$ cat src/rtl/axi_slave_port.sv
// axi_slave_port: crossbar output port toward one downstream AXI slave.
// Replays packed AR/AW/W requests as AXI transactions and forwards R/B responses
// back in packed form. One read and one write burst are in flight at a time; the
// read and write paths are fully independent. PROTO_ERR_o is sticky until reset.
module axi_slave_port #(
    parameter logic [31:0] BASE_ADDR = 32'h0000_0000
) (
    input  logic        AXI_CLK_i,
    input  logic        AXI_RST_i,
    // packed request / response side
    input  logic        S_AR_VALID_i,
    output logic        S_AR_READY_o,
    input  logic [48:0] S_AR_DATA_i,
    input  logic        S_AW_VALID_i,
    output logic        S_AW_READY_o,
    input  logic [48:0] S_AW_DATA_i,
    input  logic        S_W_VALID_i,
    output logic        S_W_READY_o,
    input  logic [36:0] S_W_DATA_i,
    output logic        S_R_VALID_o,
    input  logic        S_R_READY_i,
    output logic [42:0] S_R_DATA_o,
    output logic        S_B_VALID_o,
    input  logic        S_B_READY_i,
    output logic [9:0]  S_B_DATA_o,
    // AXI read address / data
    output logic [7:0]  ARID_o,
    output logic [31:0] ARADDR_o,
    output logic [3:0]  ARLEN_o,
    output logic [2:0]  ARSIZE_o,
    output logic [1:0]  ARBURST_o,
    output logic        ARVALID_o,
    input  logic        ARREADY_i,
    input  logic [7:0]  RID_i,
    input  logic [31:0] RDATA_i,
    input  logic [1:0]  RRESP_i,
    input  logic        RLAST_i,
    input  logic        RVALID_i,
    output logic        RREADY_o,
    // AXI write address / data / response
    output logic [7:0]  AWID_o,
    output logic [31:0] AWADDR_o,
    output logic [3:0]  AWLEN_o,
    output logic [2:0]  AWSIZE_o,
    output logic [1:0]  AWBURST_o,
    output logic        AWVALID_o,
    input  logic        AWREADY_i,
    output logic [31:0] WDATA_o,
    output logic [3:0]  WSTRB_o,
    output logic        WLAST_o,
    output logic        WVALID_o,
    input  logic        WREADY_i,
    input  logic [7:0]  BID_i,
    input  logic [1:0]  BRESP_i,
    input  logic        BVALID_i,
    output logic        BREADY_o,
    output logic        PROTO_ERR_o
);

    typedef struct packed {
        logic [7:0]  id;
        logic [31:0] addr;
        logic [3:0]  len;
        logic [2:0]  size;
        logic [1:0]  burst;
    } req_t;

    typedef enum logic [1:0] {R_IDLE, R_ADDR, R_DATA} r_state_t;
    typedef enum logic [1:0] {W_IDLE, W_ADDR, W_DATA, W_RESP} w_state_t;

    r_state_t r_state, r_next;
    w_state_t w_state, w_next;
    req_t     ar_q, aw_q;
    logic [3:0] rcnt, wcnt;
    logic       r_hs, w_hs, r_err, w_err, b_err, w_last;

    // Request as it is replayed downstream: address made relative to this slave.
    function automatic req_t rebase(input req_t r);
        req_t o = r;
        o.addr = r.addr - BASE_ADDR;
        return o;
    endfunction

    assign ARID_o    = ar_q.id;
    assign ARADDR_o  = ar_q.addr;
    assign ARLEN_o   = ar_q.len;
    assign ARSIZE_o  = ar_q.size;
    assign ARBURST_o = ar_q.burst;
    assign AWID_o    = aw_q.id;
    assign AWADDR_o  = aw_q.addr;
    assign AWLEN_o   = aw_q.len;
    assign AWSIZE_o  = aw_q.size;
    assign AWBURST_o = aw_q.burst;

    // Data paths are pure wires; only the valid/ready qualifiers depend on state.
    assign S_R_DATA_o = {RID_i, RDATA_i, RRESP_i, RLAST_i};
    assign S_B_DATA_o = {BID_i, BRESP_i};
    assign WDATA_o    = S_W_DATA_i[36:5];
    assign WSTRB_o    = S_W_DATA_i[4:1];
    assign w_last     = (wcnt == aw_q.len);

    // Read path: next-state and handshake qualifiers.
    always_comb begin
        // NOTE: every output gets a default first so no path through the case infers a latch.
        r_next       = r_state;
        S_AR_READY_o = 1'b0;
        ARVALID_o    = 1'b0;
        S_R_VALID_o  = 1'b0;
        RREADY_o     = 1'b0;
        r_hs         = 1'b0;
        r_err        = 1'b0;
        case (r_state)
            R_IDLE: begin
                S_AR_READY_o = 1'b1;
                if (S_AR_VALID_i) r_next = R_ADDR;
            end
            R_ADDR: begin
                ARVALID_o = 1'b1;
                if (ARREADY_i) r_next = R_DATA;
            end
            R_DATA: begin
                S_R_VALID_o = RVALID_i;
                RREADY_o    = S_R_READY_i;
                r_hs        = RVALID_i & S_R_READY_i;
                if (r_hs) begin
                    // Early RLAST and missing RLAST at beat len are the same mismatch.
                    r_err = (RID_i != ar_q.id) | (RLAST_i != (rcnt == ar_q.len));
                    if (RLAST_i) r_next = R_IDLE;
                end
            end
            default: r_next = R_IDLE;
        endcase
    end

    // Read path: state, captured AR fields and beat counter.
    always_ff @(posedge AXI_CLK_i or negedge AXI_RST_i) begin
        if (!AXI_RST_i) begin
            r_state <= R_IDLE;
            ar_q    <= '0;
            rcnt    <= '0;
        end else begin
            // NOTE: state is updated with non-blocking assignments so all registers see pre-edge values.
            r_state <= r_next;
            if (r_state == R_IDLE && S_AR_VALID_i) begin
                ar_q <= rebase(req_t'(S_AR_DATA_i));
                rcnt <= '0;
            end else if (r_hs) begin
                rcnt <= rcnt + 4'd1;
            end
        end
    end

    // Write path: next-state and handshake qualifiers.
    always_comb begin
        w_next       = w_state;
        S_AW_READY_o = 1'b0;
        AWVALID_o    = 1'b0;
        WVALID_o     = 1'b0;
        S_W_READY_o  = 1'b0;
        WLAST_o      = 1'b0;
        S_B_VALID_o  = 1'b0;
        BREADY_o     = 1'b0;
        w_hs         = 1'b0;
        w_err        = 1'b0;
        b_err        = 1'b0;
        case (w_state)
            W_IDLE: begin
                S_AW_READY_o = 1'b1;
                if (S_AW_VALID_i) w_next = W_ADDR;
            end
            W_ADDR: begin
                AWVALID_o = 1'b1;
                if (AWREADY_i) w_next = W_DATA;
            end
            W_DATA: begin
                WVALID_o    = S_W_VALID_i;
                S_W_READY_o = WREADY_i;
                WLAST_o     = w_last;
                w_hs        = S_W_VALID_i & WREADY_i;
                if (w_hs) begin
                    // The local count owns WLAST; a disagreeing upstream last bit is only flagged.
                    w_err = (S_W_DATA_i[0] != w_last);
                    if (w_last) w_next = W_RESP;
                end
            end
            W_RESP: begin
                S_B_VALID_o = BVALID_i;
                BREADY_o    = S_B_READY_i;
                if (BVALID_i && S_B_READY_i) begin
                    b_err  = (BID_i != aw_q.id);
                    w_next = W_IDLE;
                end
            end
            default: w_next = W_IDLE;
        endcase
    end

    // Write path: state, captured AW fields and beat counter.
    always_ff @(posedge AXI_CLK_i or negedge AXI_RST_i) begin
        if (!AXI_RST_i) begin
            w_state <= W_IDLE;
            aw_q    <= '0;
            wcnt    <= '0;
        end else begin
            w_state <= w_next;
            if (w_state == W_IDLE && S_AW_VALID_i) begin
                aw_q <= rebase(req_t'(S_AW_DATA_i));
                wcnt <= '0;
            end else if (w_hs) begin
                wcnt <= wcnt + 4'd1;
            end
        end
    end

    // Sticky protocol-violation flag from either path.
    always_ff @(posedge AXI_CLK_i or negedge AXI_RST_i) begin
        if (!AXI_RST_i)                  PROTO_ERR_o <= 1'b0;
        else if (r_err | w_err | b_err)  PROTO_ERR_o <= 1'b1;
    end

endmodule

$ cat config.mk
export PLATFORM = sky130hd
export DESIGN_NAME = axi_slave_port
export DESIGN_NICKNAME = d
export VERILOG_FILES = /design/src/rtl/axi_slave_port.sv
export SDC_FILE = /design/constraint.sdc
export NUM_CORES = 1
export LEC_CHECK = 0
export ABC_AREA = 1
export CAP_MARGIN = 30
export CORE_AREA = 2 2 156 158
export CTS_CLUSTER_DIAMETER = 50
export CTS_CLUSTER_SIZE = 16
export DETAILED_ROUTE_END_ITERATION = 8
export DIE_AREA = 0 0 158 160
export SLEW_MARGIN = 0
export SYNTH_ARGS = -nofsm -noshare
export SYNTH_HDL_FRONTEND = slang
export SYNTH_SLANG_ARGS = --single-unit
$ cat constraint.sdc
create_clock -name AXI_CLK_i -period 3.9 [get_ports AXI_CLK_i]
set_input_delay 0.78 -clock AXI_CLK_i [delete_from_list [all_inputs] [get_ports AXI_CLK_i]]
set_output_delay 0.78 -clock AXI_CLK_i [all_outputs]
set_load 0.02 [all_outputs]
==> metrics.yaml, run 1 <==
cts_root_buf: "clkbuf_16"
status: "finished, final reports clean"
p_clk_share_pct: 15.6
die_x_um: 158
worst_pin_slew_ns: 0.904
netlist_area_mm2: 0.00553
first_global_vias: 4698
grt_pass1_wl_mm: 25.3
worst_slack_ns: 1.05
synthCells: 686
arrival_ns: 2.07
synth_compound_area_share_pct: 3.03
ys_ff_latch: 111
synth_fa_ha_area_share_pct: 1.36
cts_made_buffers: 9
worst_setup_path_end_kind: "output port"
first_pass_iters: 4
postLayoutCoreUtil_pct: 33.8
use_met3_pct: 4.88
fin_skew_ns: 0.00884
finalCritPeriodShare_pct: 73.2
drtAntennaViolNets: 0
fillers: 2483
pre_cts_ws_ns: 1.01
vias: 4635
ys_seq_area_share_pct: 50.3
drt-initial-drc-count: 138
tritoncts: "built"
max_freq_mhz: 350
slowest_stage: "clkdlybuf4s50_1"
p_leak_nw: 3.87
path_class: "primary input to output port"
power_density_mw_per_mm2: 759
slowest_delay_ns: 0.63
grt_use_met1_pct: 14.2
ir_drop_uv: 405
synth_area_leaders: "dfrtp_1 (50%), nand2_1 (23%), buf_4 (13%), inv_1 (2.6%), o21ai_0 (1.6%)"
via_per_inst: 3.94
p_int_mw: 3.56
routedWlPerCell_um: 13.8
postCtsSetupBuffers: 0
hp-class: "flop to flop"
setup_viol: 0
gp_congestion: 0.711
switching_power_mw: 2.56
clkLatencyLatePin_ns: 0.36
clk_pin_slew_worst_paths_ns: 0.07
area_delta_synth_final_pct: 45.7
crit_chain: "clkdlybuf4s50_1 -> inv_1 -> nor2_1 -> clkdlybuf4s50_1"
muxShareOfSynthArea_pct: 0
route.detailed.drc: 0
grt_busiest_layer: "met2"
grt_usage_pct: 13.0
dp_hpwl_mm: 12.1
ios: 399
initial_core_util_pct: 23.2
grt_antenna_before_repair: 0
yosysUniqueCellTypes: 25
fin_nets: 1052
worstPathRequired_ns: 3.12
drv_cap: 0
clock-sinks: 111
holdBufCountCts: 0
drive_above_1_share_pct: 4.47
dpl_cell_area_mm2: 0.00775
hold_viol_final: 0
die-area_mm2: 0.0253
synth_top_family_by_area: "simple AND/OR/NAND/NOR gates"
yosysTopAreaCell: "dfrtp_1"
num_rows: 57
synth_top_area_share_pct: 50.3
relSlewSlack_pct: 39.6
cp_max_fo: 2
rsz0062_at_grt: "false"
cts_resized: 0
grt_max_degree: 64
num_antenna_cells: 0
critical-path-top-cell-by-count: "clkdlybuf4s50_1"
setup-tns-final_ns: 0
portBuffers: 254
finalMaxSlewViolations: 0
use_met2_pct: 22.2
seqPwrFrac_pct: 33.1
swShare_pct: 41.8
crit_path_start_kind: "primary input"
avgSynthCellArea_um2: 8.05
pwr-share-comb_pct: 51.2
finalPower_mw: 6.11
die_height_um: 160
fin_crit_ns: 2.85
ys_warn_count: 0
cts_buffer_depth: 2
synth-simple-area-share_pct: 26.3
final_area_mm2: 0.00805
wl_mm: 16.3
coreArea_mm2: 0.0238
synth_fp_nets: 892
synth_xor_area_share_pct: 2.06
grt_overflow: 0
htree_num_levels: 3
==> logic make-up after synthesis <==
| group | after synthesis |
|---|---|
| and+or+nand+nor | 374 |
| buffers and inverters | 153 |
| adders and majority gates | 6 |
| DFF | 111 |
| xor gates and xnor gates | 13 |
| AOI/OAI and AO/OA | 29 |
==> per-stage QoR <==
step	cells	hold WS (ns)
floorplan	686	0.484
global placement	1158	0.461
detailed placement	1159	0.464
CTS	1175	0.485
global route	1175	0.506
finish	1175	0.480
==> final timing paths <==
path                            cells past startpoint           end    startpoint  slack (ns)
worst min register to register                      2  ARBURST_o[0]  ARBURST_o[0]        0.48
worst max register to register                      5     ARID_o[2]    r_state[1]        2.18
worst min-delay path                                2  ARBURST_o[0]  ARBURST_o[0]        0.48
worst max-delay path                                4   S_R_VALID_o      RVALID_i        1.05
min in group asynchronous                           1  ARADDR_o[26]     AXI_RST_i        0.55
max in group asynchronous                           2  ARADDR_o[22]     AXI_RST_i        2.56
==> sequential cells by signal (all words and copies together), names as in the netlist <==
register     flops
ARADDR_o        32
AWADDR_o        32
ARID_o           8
AWID_o           8
ARLEN_o          4
AWLEN_o          4
rcnt             4
wcnt             4
ARSIZE_o         3
AWSIZE_o         3
ARBURST_o        2
AWBURST_o        2
r_state          2
w_state          2
PROTO_ERR_o      1
==> per-layer routing <==
metal	vias to the layer above	wire, um	share of wire (%)
li1	2295	-	-
met1	2121	6420	39
met2	181	7810	48
met3	38	1540	9.5
met4	0	480	3.0
met5	-	0	0
==> worst max-delay path, delay by kind of cell <==
family                 cells  cell delay, ns
buffers and inverters      3            1.14
AND/OR/NAND/NOR            1            0.15
==> synthesized netlist by cell type, drive strengths merged <==
| master | instances |
|---|---|
| buf | 103 |
| o21a | 1 |
| a211oi | 1 |
| ha | 6 |
| o21ai | 19 |
| a21oi | 6 |
| dfrtp | 111 |
| and3 | 1 |
| xor2 | 9 |
| nor2 | 24 |
| clkbuf | 6 |
| xnor2 | 4 |
| nor3 | 2 |
| nand2 | 340 |
| o31ai | 1 |
| a221oi | 1 |
| nand3 | 6 |
| nand4 | 1 |
| inv | 44 |
==> area by class of cell <==
| type | instances | area, um^2 | area share [%] |
|---|---|---|---|
| inverters | 44 | 165 | 2.05 |
| repair buffers | 258 | 2590 | 32.2 |
| clock inverters | 6 | 58.8 | 0.730 |
| multi-input cells | 422 | 1810 | 22.5 |
| clock buffers | 10 | 239 | 2.97 |
| well taps | 324 | 405 | 5.03 |
| flip-flops and latches | 111 | 2780 | 34.5 |
==> cell usage in the layout, fill, tap and decap left out <==
master and n:
nand3_1 6, nor3_1 2, nand2_2 4, o21a_1 1, ha_1 6, buf_4 3, inv_6 2, clkbuf_8 1
xor2_1 9, inv_2 7, clkbuf_16 9, dfrtp_1 111, a21oi_1 6, buf_12 2, inv_8 3, clkinvlp_4 1
and3_1 1, xnor2_1 4, nand2_1 336, nor2_1 19, o31ai_1 1, o21ai_0 18, o21ai_4 1, clkdlybuf4s50_1 253
nor2_8 1, nand4_1 1, nor2_2 4, inv_1 37, a221oi_1 1, a211oi_1 1
==> power groups by stage <==
stage,Combinational [mW],Clock (mW),Sequential [mW]
2_1_floorplan,1.19,0,2.60
3_3_place_gp,3.16,0,2.03
5_1_grt,3.43,1.05,2.10
4_1_cts,3.20,1.01,2.03
6_report,3.13,0.955,2.03
3_5_place_dp,3.19,0,2.04
Power figures use the tool's default switching activity.
==> inputs of run 2 (changes only) <==
- CORE_AREA: 2 2 156 158 -> 2 2 154 156
- DIE_AREA: 0 0 158 160 -> 0 0 156 158
- clock period: 3.9 -> 2.7 ns (I/O delays scaled with it)
==> run 2 against run 1 <==
  * First-iteration DRC count increased by 86%
  * Critical endpoint is now WLAST_o
  * Non-clock buffer count rose by 2
  * Via count fell by 0.30%
  * Count of clock-buffer cells in the layout up 2
  * Critical path type is now flop to output port
  * Utilization is 1.2 points higher
  * Die area decreased by 2.5%
  * Total power grew 47%
==> metrics.yaml, run 2 (synthesized netlist as in run 1, its figures left out) <==
postLayoutCoreUtil_pct: 35.0  # +1.2 points
final_cell_mix: "nand2_1 (337), clkdlybuf4s50_1 (253), dfrtp_1 (111)"
fin_nets: 1054  # +0.19%
area_delta_synth_final_pct: 46.1
num_rows: 56  # -1.8%
crit_path_start_kind: "flop"
critical-path-top-cell-by-count: "inv_1"
finalPower_mw: 8.99  # +47%
cts_buffer_depth: 2  # unchanged
drv_cap: 0  # unchanged
drtAntennaViolNets: 0  # unchanged
first_pass_iters: 4  # unchanged
relSlewSlack_pct: 64.0  # +24 points
dp_hpwl_mm: 11.7  # -3.6%
grt_pass1_wl_mm: 24.1  # -4.6%
die_height_um: 158  # -1.3%
drive_above_1_share_pct: 4.34  # -0.13 points
cp_max_fo: 4  # +2
hp-class: "primary input to asynchronous set/reset pin"
rsz0062_at_grt: "false"
finalCritPeriodShare_pct: 94.1
crit_chain: "inv_1 -> ha_1 -> inv_1 -> nor2_1 -> clkdlybuf4s50_1"
routedWlPerCell_um: 13.8  # +0.12%
worst_pin_slew_ns: 0.540  # -0.365 ns
clock-sinks: 111  # unchanged
portBuffers: 254  # unchanged
htree_num_levels: 3  # unchanged
initial_core_util_pct: 24.0  # +0.77 points
holdBufCountCts: 0  # unchanged
slowest_stage: "clkdlybuf4s50_1"
fin_crit_ns: 2.54
hold_viol_final: 0  # unchanged
grt_max_degree: 50  # -22%
clkLatencyLatePin_ns: 0.35  # about the same
grt_antenna_before_repair: 0  # unchanged
worstPathRequired_ns: 2.16  # -0.96 ns
drt-initial-drc-count: 256  # +86%
cts_root_buf: "clkbuf_16"
finalHoldWorstSlack_ns: 0.157  # -0.322 ns
slowest_delay_ns: 0.65  # +0.02 ns
via_per_inst: 4.04  # +2.5%
gp_congestion: 0.722  # +1.5%
die-area_mm2: 0.0246  # -2.5%
route.detailed.drc: 0  # unchanged
power_density_mw_per_mm2: 1110  # +47%
pre_cts_ws_ns: 0.384  # -0.629 ns
die_x_um: 156  # -1.3%
coreArea_mm2: 0.0231  # -3.2%
critical-path-top-delay-family: "buffers and inverters"
path_class: "flop to output port"
layout_commonest_cell: "nand2_1"
cts_resized: 0  # unchanged
worst_setup_path_end_kind: "output port"
ios: 399  # unchanged
arrival_ns: 2.00  # -0.07 ns
max_freq_mhz: 393
fin_skew_ns: 0.00904  # +0.000199 ns
finalMaxSlewViolations: 0  # unchanged
setup_viol: 0  # unchanged
status: "finished, final reports clean"
grt_usage_pct: 12.6  # -0.41 points
vias: 4621  # -0.30%
setup-tns-final_ns: 0  # unchanged
tritoncts: "built"
fillers: 2400  # -3.3%
first_global_vias: 4475  # -4.7%
postCtsSetupBuffers: 0  # unchanged
ir_drop_uv: 468  # +16%
crit_buf_inv: 3  # unchanged
clk_pin_slew_worst_paths_ns: 0.08  # about the same
p_leak_nw: 3.90  # +0.76%
cts_made_buffers: 9  # unchanged
num_antenna_cells: 0  # unchanged
worst_slack_ns: 0.159  # -0.887 ns
wl_mm: 15.8  # -2.6%
grt_overflow: 0  # unchanged
==> run 2: cell count changes in the layout (fill, tap and decap cells not counted) <==
| cell | change |
|---|---|
| inv_8 | -3 |
| buf_12 | +2 |
| bufinv_16 | +2 |
| clkbuf_1 | +2 |
| clkinv_4 | +1 |
| clkinvlp_4 | -1 |
| inv_6 | -1 |
| nand2_1 | +1 |
| nand2_2 | -1 |
==> run 2: power by group <==
| group | internal, mW | total (mW) | switching, mW | leakage, nW |
|---|---|---|---|---|
| clock | 0.848 | 1.51 | 0.658 | 0.157 |
| combinational | 2.06 | 4.54 | 2.48 | 2.36 |
| sequential | 2.42 | 2.95 | 0.529 | 1.38 |
==> run 2: area by class of cell <==
cell class,count,area (um^2),share of cell area [%]
repair buffers,260,2640,32.6
clock buffers,12,246,3.05
inverters,44,165,2.05
clock inverters,4,77.6,0.961
flip-flops and latches,111,2780,34.4
multi-input cells,422,1810,22.4
well taps,290,363,4.49
==> run 2: worst paths after layout <==
kind,startpoint,endpoint,slack [ns],depth (start not counted)
max in group asynchronous,AXI_RST_i,wcnt[1],1.89,2
min in group AXI_CLK_i,ARBURST_o[0],ARBURST_o[0],0.48,2
min reg2reg,ARBURST_o[0],ARBURST_o[0],0.48,2
max,w_state[0],WLAST_o,0.16,5
min,AXI_RST_i,ARADDR_o[3],0.16,1
max reg2reg,w_state[1],AWLEN_o[2],0.99,7
==> run 2: worst register-to-register path, cell delays in order, from the launching register on <==
cell and delay [ns]:
dfrtp_1 0.42, inv_1 0.09, ha_1 0.20, nand2_1 0.09, inv_2 0.33, buf_12 0.25, nand2_1 0.15, o21ai_0 0.09
==> run 2: per-stage QoR <==
step           std cells  instance area [um^2]
2_1_floorplan        686                  5530
3_5_place_dp        1127                  7750
6_report            1143                  8070
4_1_cts             1143                  8070
3_3_place_gp        1127                  7750
5_1_grt             1143                  8070
==> run 2: layer usage <==
metal  routed length [um]  global-route usage [%]  part of all wire [%]
met5                    0                       0                     0
met4                  464                    4.85                   2.9
met3                 1460                    5.12                   9.2
met2                 7280                    20.5                    46
met1                 6610                    14.8                    42
